===== src/rtl/jk_count_ctrl_if.sv =====
// Command, status and bank-excitation bundle for jk_count_ctrl.
// master drives commands and q feedback; slave is the controller.
interface jk_count_ctrl_if #(
    parameter int WIDTH = 4,
    parameter int CW    = 8
);
    logic             start;
    logic             dir;
    logic             clear_first;
    logic [CW-1:0]    steps;
    logic             en;
    logic             abort;
    logic [WIDTH-1:0] q_fb;
    logic [WIDTH-1:0] j;
    logic [WIDTH-1:0] k;
    logic             busy;
    logic             done;
    logic [CW-1:0]    steps_left;

    modport master (
        output start, dir, clear_first, steps, en, abort, q_fb,
        input  j, k, busy, done, steps_left
    );

    modport slave (
        input  start, dir, clear_first, steps, en, abort, q_fb,
        output j, k, busy, done, steps_left
    );
endinterface


===== src/rtl/jk_count_ctrl.sv =====
// Excitation controller stepping an external jk_ff bank mod-MOD.
// Accepts up/down step commands; bank state is read back on q_fb.
module jk_count_ctrl #(
    parameter int WIDTH = 4,
    parameter int MOD   = 10,
    parameter int CW    = 8
) (
    input logic            clk,
    input logic            rst,
    jk_count_ctrl_if.slave bus
);

    typedef enum logic [1:0] {
        IDLE,
        CLEAR,
        RUN,
        DONE
    } state_t;

    localparam logic [WIDTH:0]   MOD_W = (WIDTH+1)'(MOD);
    localparam logic [WIDTH-1:0] TOP   = WIDTH'(MOD-1);

    state_t           state;
    state_t           state_n;
    logic             dir_r;
    logic [CW-1:0]    steps_left;
    logic             load;
    logic             dec;
    logic             zap;
    logic             done_c;
    logic [WIDTH-1:0] t;
    logic [WIDTH-1:0] j_c;
    logic [WIDTH-1:0] k_c;

    // Out-of-range feedback snaps to 0 going up and to MOD-1 going down.
    function automatic logic [WIDTH-1:0] next_val(
        input logic [WIDTH-1:0] x,
        input logic             up
    );
        logic [WIDTH:0] xw;
        xw = {1'b0, x};
        if (up)
            next_val = (xw + 1'b1 >= MOD_W) ? '0 : x + 1'b1;
        else
            next_val = (x == '0 || xw >= MOD_W) ? TOP : x - 1'b1;
    endfunction

    assign t = next_val(bus.q_fb, dir_r);

    always_ff @(posedge clk) begin
        if (rst) begin
            state      <= IDLE;
            dir_r      <= 1'b0;
            steps_left <= '0;
        end else begin
            state <= state_n;
            if (zap)
                steps_left <= '0;
            else if (load) begin
                steps_left <= bus.steps;
                dir_r      <= bus.dir;
            end else if (dec)
                steps_left <= steps_left - 1'b1;
        end
    end

    always_comb begin
        state_n = state;
        load    = 1'b0;
        dec     = 1'b0;
        zap     = 1'b0;
        done_c  = 1'b0;
        j_c     = '0;
        k_c     = '0;
        unique case (state)
            IDLE: begin
                if (bus.start) begin
                    load    = 1'b1;
                    state_n = bus.clear_first ? CLEAR : RUN;
                end
            end
            CLEAR: begin
                k_c     = '1;
                state_n = RUN;
            end
            RUN: begin
                if (steps_left == '0) begin
                    state_n = DONE;
                end else if (bus.en) begin
                    j_c = ~bus.q_fb & t;
                    k_c = bus.q_fb & ~t;
                    dec = 1'b1;
                    if (steps_left == CW'(1))
                        state_n = DONE;
                end
            end
            DONE: begin
                done_c  = 1'b1;
                state_n = IDLE;
            end
            default: state_n = IDLE;
        endcase
        // Abort wins over stepping and completion, and swallows done.
        if (bus.abort && state != IDLE) begin
            j_c     = '0;
            k_c     = '0;
            dec     = 1'b0;
            done_c  = 1'b0;
            zap     = 1'b1;
            state_n = IDLE;
        end
    end

    assign bus.j          = j_c;
    assign bus.k          = k_c;
    assign bus.busy       = (state != IDLE);
    assign bus.done       = done_c;
    assign bus.steps_left = steps_left;

endmodule


===== src/flat_wrapper.sv =====
// flat-port wrapper written by rule: the top's interface ports become plain ports
module jk_count_ctrl_flat 
#(
    parameter int WIDTH = 4,
    parameter int MOD   = 10,
    parameter int CW    = 8
)
  (clk, rst, bus_start, bus_dir, bus_clear_first, bus_steps, bus_en, bus_abort, bus_q_fb, bus_j, bus_k, bus_busy, bus_done, bus_steps_left);
  jk_count_ctrl_if #(.WIDTH(WIDTH), .CW(CW)) bus_i ();
  input logic clk;
  input logic rst;
  input wire logic [$bits(bus_i.start)-1:0] bus_start;
  input wire logic [$bits(bus_i.dir)-1:0] bus_dir;
  input wire logic [$bits(bus_i.clear_first)-1:0] bus_clear_first;
  input wire logic [$bits(bus_i.steps)-1:0] bus_steps;
  input wire logic [$bits(bus_i.en)-1:0] bus_en;
  input wire logic [$bits(bus_i.abort)-1:0] bus_abort;
  input wire logic [$bits(bus_i.q_fb)-1:0] bus_q_fb;
  output wire logic [$bits(bus_i.j)-1:0] bus_j;
  output wire logic [$bits(bus_i.k)-1:0] bus_k;
  output wire logic [$bits(bus_i.busy)-1:0] bus_busy;
  output wire logic [$bits(bus_i.done)-1:0] bus_done;
  output wire logic [$bits(bus_i.steps_left)-1:0] bus_steps_left;
  assign bus_i.start = bus_start;
  assign bus_i.dir = bus_dir;
  assign bus_i.clear_first = bus_clear_first;
  assign bus_i.steps = bus_steps;
  assign bus_i.en = bus_en;
  assign bus_i.abort = bus_abort;
  assign bus_i.q_fb = bus_q_fb;
  assign bus_j = bus_i.j;
  assign bus_k = bus_i.k;
  assign bus_busy = bus_i.busy;
  assign bus_done = bus_i.done;
  assign bus_steps_left = bus_i.steps_left;
  jk_count_ctrl #(.WIDTH(WIDTH), .MOD(MOD), .CW(CW)) u_core (.clk(clk), .rst(rst), .bus(bus_i));
endmodule

===== config.mk =====
export PLATFORM = sky130hd
export DESIGN_NAME = jk_count_ctrl_flat
export DESIGN_NICKNAME = d
export VERILOG_FILES = /design/src/rtl/jk_count_ctrl_if.sv /design/src/rtl/jk_count_ctrl.sv /design/src/flat_wrapper.sv
export SDC_FILE = /design/constraint.sdc
export NUM_CORES = 1
export LEC_CHECK = 0
export CAP_MARGIN = 15
export CELL_PAD_IN_SITES_DETAIL_PLACEMENT = 0
export CELL_PAD_IN_SITES_GLOBAL_PLACEMENT = 1
export CORE_UTILIZATION = 32
export DETAILED_ROUTE_END_ITERATION = 16
export GPL_ROUTABILITY_DRIVEN = 0
export PLACE_DENSITY = 0.85
export SLEW_MARGIN = 20
export SYNTH_ARGS = -nofsm -noshare
export SYNTH_HDL_FRONTEND = slang
export SYNTH_SLANG_ARGS = --single-unit

===== constraint.sdc =====
create_clock -name clk -period 2.6 [get_ports clk]
set_input_delay 0.39 -clock clk [delete_from_list [all_inputs] [get_ports clk]]
set_output_delay 0.39 -clock clk [all_outputs]
set_load 0.005 [all_outputs]

**Word level (Yosys, flattened, before mapping)**

Cells that the tools add are included.

- Register bits: 11
- Input port bits: 19
- Word-level logic and storage cells: 60

- Add/subtract/negate cells: 4
- Magnitude comparators: 2
- Equal/unequal tests: 7
- Mux-type cells: 28
- Bitwise gates (word level): 5
- Reductions and logical operators: 11

Operator list:

| kind | number |
|---|---|
| two-way mux 4 bit | 10 |
| two-way mux 8 bit | 2 |
| two-way mux 2 bit | 5 |
| two-way mux 1 bit | 9 |
| bitwise AND 4 bit | 2 |
| == test 8 x 1 -> 1 bit (second input constant) | 1 |
| logical NOT 8 bit | 1 |
| NOT 4 bit | 2 |
| one-hot mux 2 bit (4 select lines) | 1 |
| one-hot mux 4 bit (2 select lines) | 1 |
| subtractor 8 x 1 -> 8 bit (second input constant) | 1 |
| adder 4 x 1 -> 5 bit (second input constant) | 1 |
| >= comparator 5 x 4 -> 1 bit (second input constant) | 1 |
| adder 4 x 1 -> 4 bit (second input constant) | 1 |
| == test 2 bit (second input constant) | 2 |
| >= comparator 4 bit (second input constant) | 1 |
| logical NOT 4 bit | 1 |
| nonzero test 2 bit | 2 |
| OR reduction 2 bit | 2 |
| subtractor 4 x 1 -> 4 bit (second input constant) | 1 |
| inequality test 3 x 1 -> 1 bit (second input constant) | 1 |
| inequality test 3 x 2 -> 1 bit (second input constant) | 1 |
| AND reduction 3 bit | 1 |
| == test 2 x 1 -> 1 bit (second input constant) | 1 |
| 6 further kinds | 6 |

**Depth between registers and ports, before layout**

Gate-level depths: netlist of run 1.

- Depth after elaboration: 10
- Gate-level depth with buffers: 8

**Least setup slack after synthesis of run 1**

No wires, ideal clock.

- Path type: input -> output
- From: in bus_q_fb[0]
- To: out bus_j[3]
- Arrival time: 2.071 ns
- Data required time: 2.210 ns
- Setup slack: 0.139 ns
- Stages on the path: 8
- Path buffers: 1
- Path through: buf_2 inv_1 ha_1 or3_1 a21oi_1 a2111oi_1 a21o_1 a2111oi_2

- Cells in the longest elaborated chain, start to end: 9
- Elaborated cells between the ends (all ways): 15
- Those cells by class: add/sub (3); order compare (2); mux (7); bitwise (1); reduce/logical (2)

Ends and longest elaborated chain:

| what | line | RTL |
|---|---|---|
| from (decl) | flat_wrapper.sv:18 | `input wire logic [$bits(bus_i.q_fb)-1:0] bus_q_fb;` |
| adder 4 x 1 -> 5 bit, or another cell as far along | jk_count_ctrl.sv:43 | `next_val = (xw + 1'b1 >= MOD_W) ? '0 : x + 1'b1;` |
| >= comparator 5 x 4 -> 1 bit or logical OR 1 bit (tied branches) | jk_count_ctrl.sv:43, jk_count_ctrl.sv:45 |  |
| two-way mux 4 bit (on tied branches) | jk_count_ctrl.sv:43, jk_count_ctrl.sv:45 |  |
| two-way mux 4 bit (*) | jk_count_ctrl.sv:42 | `if (up)` |
| bitwise AND 4 bit (*) | jk_count_ctrl.sv:90 | `j_c = ~bus.q_fb & t;` |
| two-way mux 4 bit (*) | jk_count_ctrl.sv:89 | `end else if (bus.en) begin` |
| two-way mux 4 bit (*) | jk_count_ctrl.sv:87 | `if (steps_left == '0) begin` |
| two-way mux 4 bit (*) | jk_count_ctrl.sv:75 | `unique case (state)` |
| two-way mux 4 bit (*) | jk_count_ctrl.sv:104 | `if (bus.abort && state != IDLE) begin` |
| to (decl) | flat_wrapper.sv:19 | `output wire logic [$bits(bus_i.j)-1:0] bus_j;` |

Every way passes the cells marked *; elsewhere a longest branch is shown, timed or not.

**Worst setup path after layout of run 1**

- From: in bus_q_fb[0]
- To: out bus_k[3]

- Cells in the longest elaborated chain, start to end: 10
- Elaborated cells between the ends (all ways): 16
- Those cells by class: add/sub (3); order compare (2); mux (7); bitwise (2); reduce/logical (2)

Ends and longest elaborated chain:

| what | line | RTL |
|---|---|---|
| adder 4 x 1 -> 5 bit, or another cell as far along | jk_count_ctrl.sv:43 |  |
| >= comparator 5 x 4 -> 1 bit or logical OR 1 bit (tied branches) | jk_count_ctrl.sv:43, jk_count_ctrl.sv:45 |  |
| two-way mux 4 bit (on tied branches) | jk_count_ctrl.sv:43, jk_count_ctrl.sv:45 |  |
| two-way mux 4 bit (*) | jk_count_ctrl.sv:42 |  |
| NOT 4 bit (*) | jk_count_ctrl.sv:91 | `k_c = bus.q_fb & ~t;` |
| bitwise AND 4 bit (*) | jk_count_ctrl.sv:91 |  |
| two-way mux 4 bit (*) | jk_count_ctrl.sv:89 |  |
| two-way mux 4 bit (*) | jk_count_ctrl.sv:87 |  |
| one-hot mux 4 bit (2 select lines) (*) | jk_count_ctrl.sv:75 |  |
| two-way mux 4 bit (*) | jk_count_ctrl.sv:104 |  |
| to (decl) | flat_wrapper.sv:20 | `output wire logic [$bits(bus_i.k)-1:0] bus_k;` |

Marks and branches as above.

==> results of run 1 <==
-- cell usage after synthesis, types with 2 or more instances --
library cell and n:
xnor2_1 2, nor3_1 6, clkbuf_1 2, a211oi_1 4, and2_1 2, nand3_1 5, a21o_1 2, nand2_1 10
nor2_1 7, buf_2 4, nor2b_1 2, a21oi_1 18, xor2_1 2, inv_1 10, a31oi_1 2, nand2b_1 2
o21ai_0 9, or3_1 4, ha_1 11, dfxtp_1 11
-- timing repair --
action	CTS	global route
buffers inserted	1	2
pin swaps	12	9
setup endpoints to repair	8	6
resized for setup	40	18
cloned	0	1
-- power by group through the flow --
stage          clock network, mW  registers (mW)  logic, mW
6_report                   0.121           0.291      0.767
5_1_grt                    0.140           0.302      0.849
4_1_cts                    0.127           0.290      0.742
3_5_place_dp                   0           0.292      0.722
3_3_place_gp                   0           0.289      0.713
2_1_floorplan                  0           0.276      0.436
-- metrics by stage --
stage	hold slack [ns]	worst slack [ns]	TNS, ns
floorplan	0.4591	0.1386	0
global placement	0.4838	-0.6694	-4.100
detailed placement	0.4939	-0.7395	-4.485
CTS	0.5051	-0.007612	-0.007612
global route	0.5346	0.01123	0
finish	0.5050	0.08463	0
-- worst max-delay path by stage --
| stage | startpoint | endpoint | slack (ns) | depth (start not counted) |
|---|---|---|---|---|
| after floorplan | bus_q_fb[0] | bus_j[3] | 0.14 | 8 |
| after global placement | bus_q_fb[1] | bus_j[3] | -0.67 | 9 |
| after detailed placement | bus_q_fb[1] | bus_j[3] | -0.74 | 9 |
| after CTS | bus_q_fb[1] | bus_k[1] | -0.008 | 10 |
| after global routing | bus_q_fb[1] | bus_k[1] | 0.01 | 11 |
| final | bus_q_fb[0] | bus_k[3] | 0.08 | 10 |
-- state kept, by name, indices dropped and copies added, names as in the netlist --
signal / cells
u_core.state: 2
u_core.bus.steps_left: 8
u_core.dir_r: 1
-- worst min-delay path, delay by kind of cell (launching register included) --
family          cells  cell delay, ns
compound gates      1            0.05
simple gates        1            0.06
flops               1            0.34
-- cells by family (layout without fill, tap and decap cells) --
logic type / Yosys count / after routing / synth area share
xor gates and xnor gates: 4 / 4 / 0.03201
DFF: 11 / 11 / 0.2011
adders and majority gates: 11 / 11 / 0.1257
muxes: 1 / 1 / 0.009143
and+or+nand+nor: 47 / 47 / 0.2640
buffers and inverters: 17 / 81 / 0.06972
AOI/OAI and AO/OA: 48 / 48 / 0.2983
-- area by class of cell --
class | count | area (µm²)
fillers | 319 | 1306
multi-input cells | 111 | 934.6
repair buffers | 67 | 573.1
flip-flops and latches | 11 | 220.2
well taps | 44 | 55.05
inverters | 10 | 37.54
clock buffers | 4 | 26.28
-- layer usage --
layer,global-route usage,wire (µm),share of wire,up-vias
met3,0.02559,120,0.034,2
met4,0.06169,16,0.0046,0
met1,0.2523,1526,0.43,588
li1,-,-,-,639
met2,0.3642,1845,0.53,29
met5,0,0,0,-
-- cell usage in the layout (no fill, tap or decap), drive strengths merged, types with 6 or more instances in the layout --
cell | netlist | layout
nand2 | 10 | 10
a21oi | 18 | 18
clkdlybuf4s50 | 0 | 24
buf | 5 | 36
nor2 | 7 | 7
inv | 10 | 10
ha | 11 | 11
o21ai | 9 | 9
dfxtp | 11 | 11
nor3 | 6 | 6
==> flow_metrics.py, run 1 <==
metrics = {
    "timing": {
        "slew_viol_final": 0,
        "worst_pin_slew_ns": 0.5565,
        "min_period_ns": 2.515,
        "setup_viol": 0,
        "rsz0062_at_grt": "false",
        "clock_skew_ns": 0.007272,
        "fin_crit_sh": 0.9675,
        "relSlewSlack": 0.6285,
        "fmax_mhz": 397.6,
        "hold_viol": 0,
    },
    "synth": {
        "yosysTopAreaCellShare": 0.2011,
        "ys_seq_area_frac": 0.2011,
        "avgSynthCellArea_um2": 7.876,
        "async_flop_share": 0,
        "synth-edff-count": 0,
        "yosys_register_bits": 11,
        "syn-num-nets": 169,
        "yosysUniqueCellTypes": 44,
        "syn_area_um2": 1095,
        "synth_top_cell_by_area": "dfxtp_1",
        "syn_inst": 139,
        "synth_ff_type": "dfxtp_1",
        "ys_top_cells_by_area": "dfxtp_1 (20%), ha_1 (13%), a21oi_1 (8.2%), o21ai_0 (4.1%), inv_1 (3.4%)",
        "yosys_warnings": 0,
    },
    "placed_design": {
        "post-dp-hpwl_mm": 2.566,
        "placed_cell_area_um2": 1674,
        "port_buffers": 36,
        "placed_cells": 239,
    },
    "clocking": {
        "clkSinkCount": 11,
        "clockBufferDepth": 2,
        "postCtsHoldBufs": 0,
        "clk_pin_slew_ns": 0.07,
        "cts_tree": "done",
        "numCtsBuffers": 3,
        "clkLatencyLatePin_ns": 0.27,
        "root_buffer": "clkbuf_4",
        "htreeDepth": 1,
    },
    "setup_path": {
        "r2r_setup_slack_ns": 0.60,
        "timing.rr.start": "u_core.state[0]",
        "crit_family": "simple AND/OR/NAND/NOR gates",
        "worstPathArrival_ns": 2.13,
        "worstRegToRegCells": 8,
        "slowest_stage": "or3_4",
        "start_kind": "input port",
        "end_kind": "output port",
        "cp.buffers_inverters": 4,
        "cp_max_fo": 2,
        "crit_path_cell_trace": "buf_2, inv_2, ha_2, or3_4, a211oi_4, nor4b_4, buf_4, nor3_4, nor4_2, buf_2",
        "rr_endpoint": "u_core.bus.steps_left[5]",
        "crit_top_cell": "buf_2",
        "path_class": "in2out",
        "crit_path_max_incr_delay_ns": 0.41,
        "crit_required_ns": 2.21,
    },
    "final_layout": {
        "diodes": 0,
        "utilization": 0.5857,
        "drive_above_1_share": 0.3202,
        "area_growth_pct": 68.69,
        "design_area_um2": 1847,
        "instances_no_fill": 247,
        "finalNetCount": 234,
    },
    "pwr": {
        "cellInternalPower_mw": 0.6586,
        "power_leakage_nw": 0.7272,
        "ir_worst_vdd_mv": 0.3684,
        "power_per_cell_area_nw_per_um2": 638.6,
        "power.share.sequential": 0.247,
        "pwr-share-clk": 0.103,
        "p_switching_mw": 0.5208,
        "comb_power_share": 0.650,
        "p_total_mw": 1.179,
        "switching_share": 0.4416,
    },
    "global_route": {
        "antenna_found_initial": 0,
        "grt_max_degree": 16,
        "track_usage": 0.2028,
        "grt_pass1_vias": 1302,
        "grt_pass1_wl_mm": 5.664,
        "overflow": 0,
    },
    "floorplan": {
        "fp.dieW_um": 60.49,
        "fp-row-count": 20,
        "initial_core_util": 0.3472,
        "pin_count": 37,
        "die_h_um": 60.49,
        "die-area_um2": 3659,
        "design.core.area_um2": 3153,
    },
    "routing": {
        "vias": 1258,
        "wl_per_cell_um": 14.21,
        "via_per_inst": 5.093,
        "ant_nets": 0,
        "drc": 0,
        "finalWirelength_mm": 3.509,
        "dr.pass1.iters": 4,
        "dr.first_iter.drc_count": 17,
    },
    "outcome": {
        "status": "completed",
    },
    "worst_hold_path": {
        "hold_path.class": "reg2reg",
        "hp-start": "u_core.state[1]",
        "whs_path_depth": 2,
        "worstHoldEndpoint": "u_core.state[1]",
    },
    "job": {
        "drv_cap": 0,
    },
}
Power figures use the tool's default switching activity.
==> run 2, diff against run 1 <==
--- a/config.mk
+++ b/config.mk
@@ -11,6 +11,7 @@
 export CORE_UTILIZATION = 32
 export DETAILED_ROUTE_END_ITERATION = 16
 export GPL_ROUTABILITY_DRIVEN = 0
+export GPL_TIMING_DRIVEN = 1
 export PLACE_DENSITY = 0.85
 export SLEW_MARGIN = 20
 export SYNTH_ARGS = -nofsm -noshare
==> results of run 2 <==
No change in the layout: final DEF, timing and power equal those of run 1.
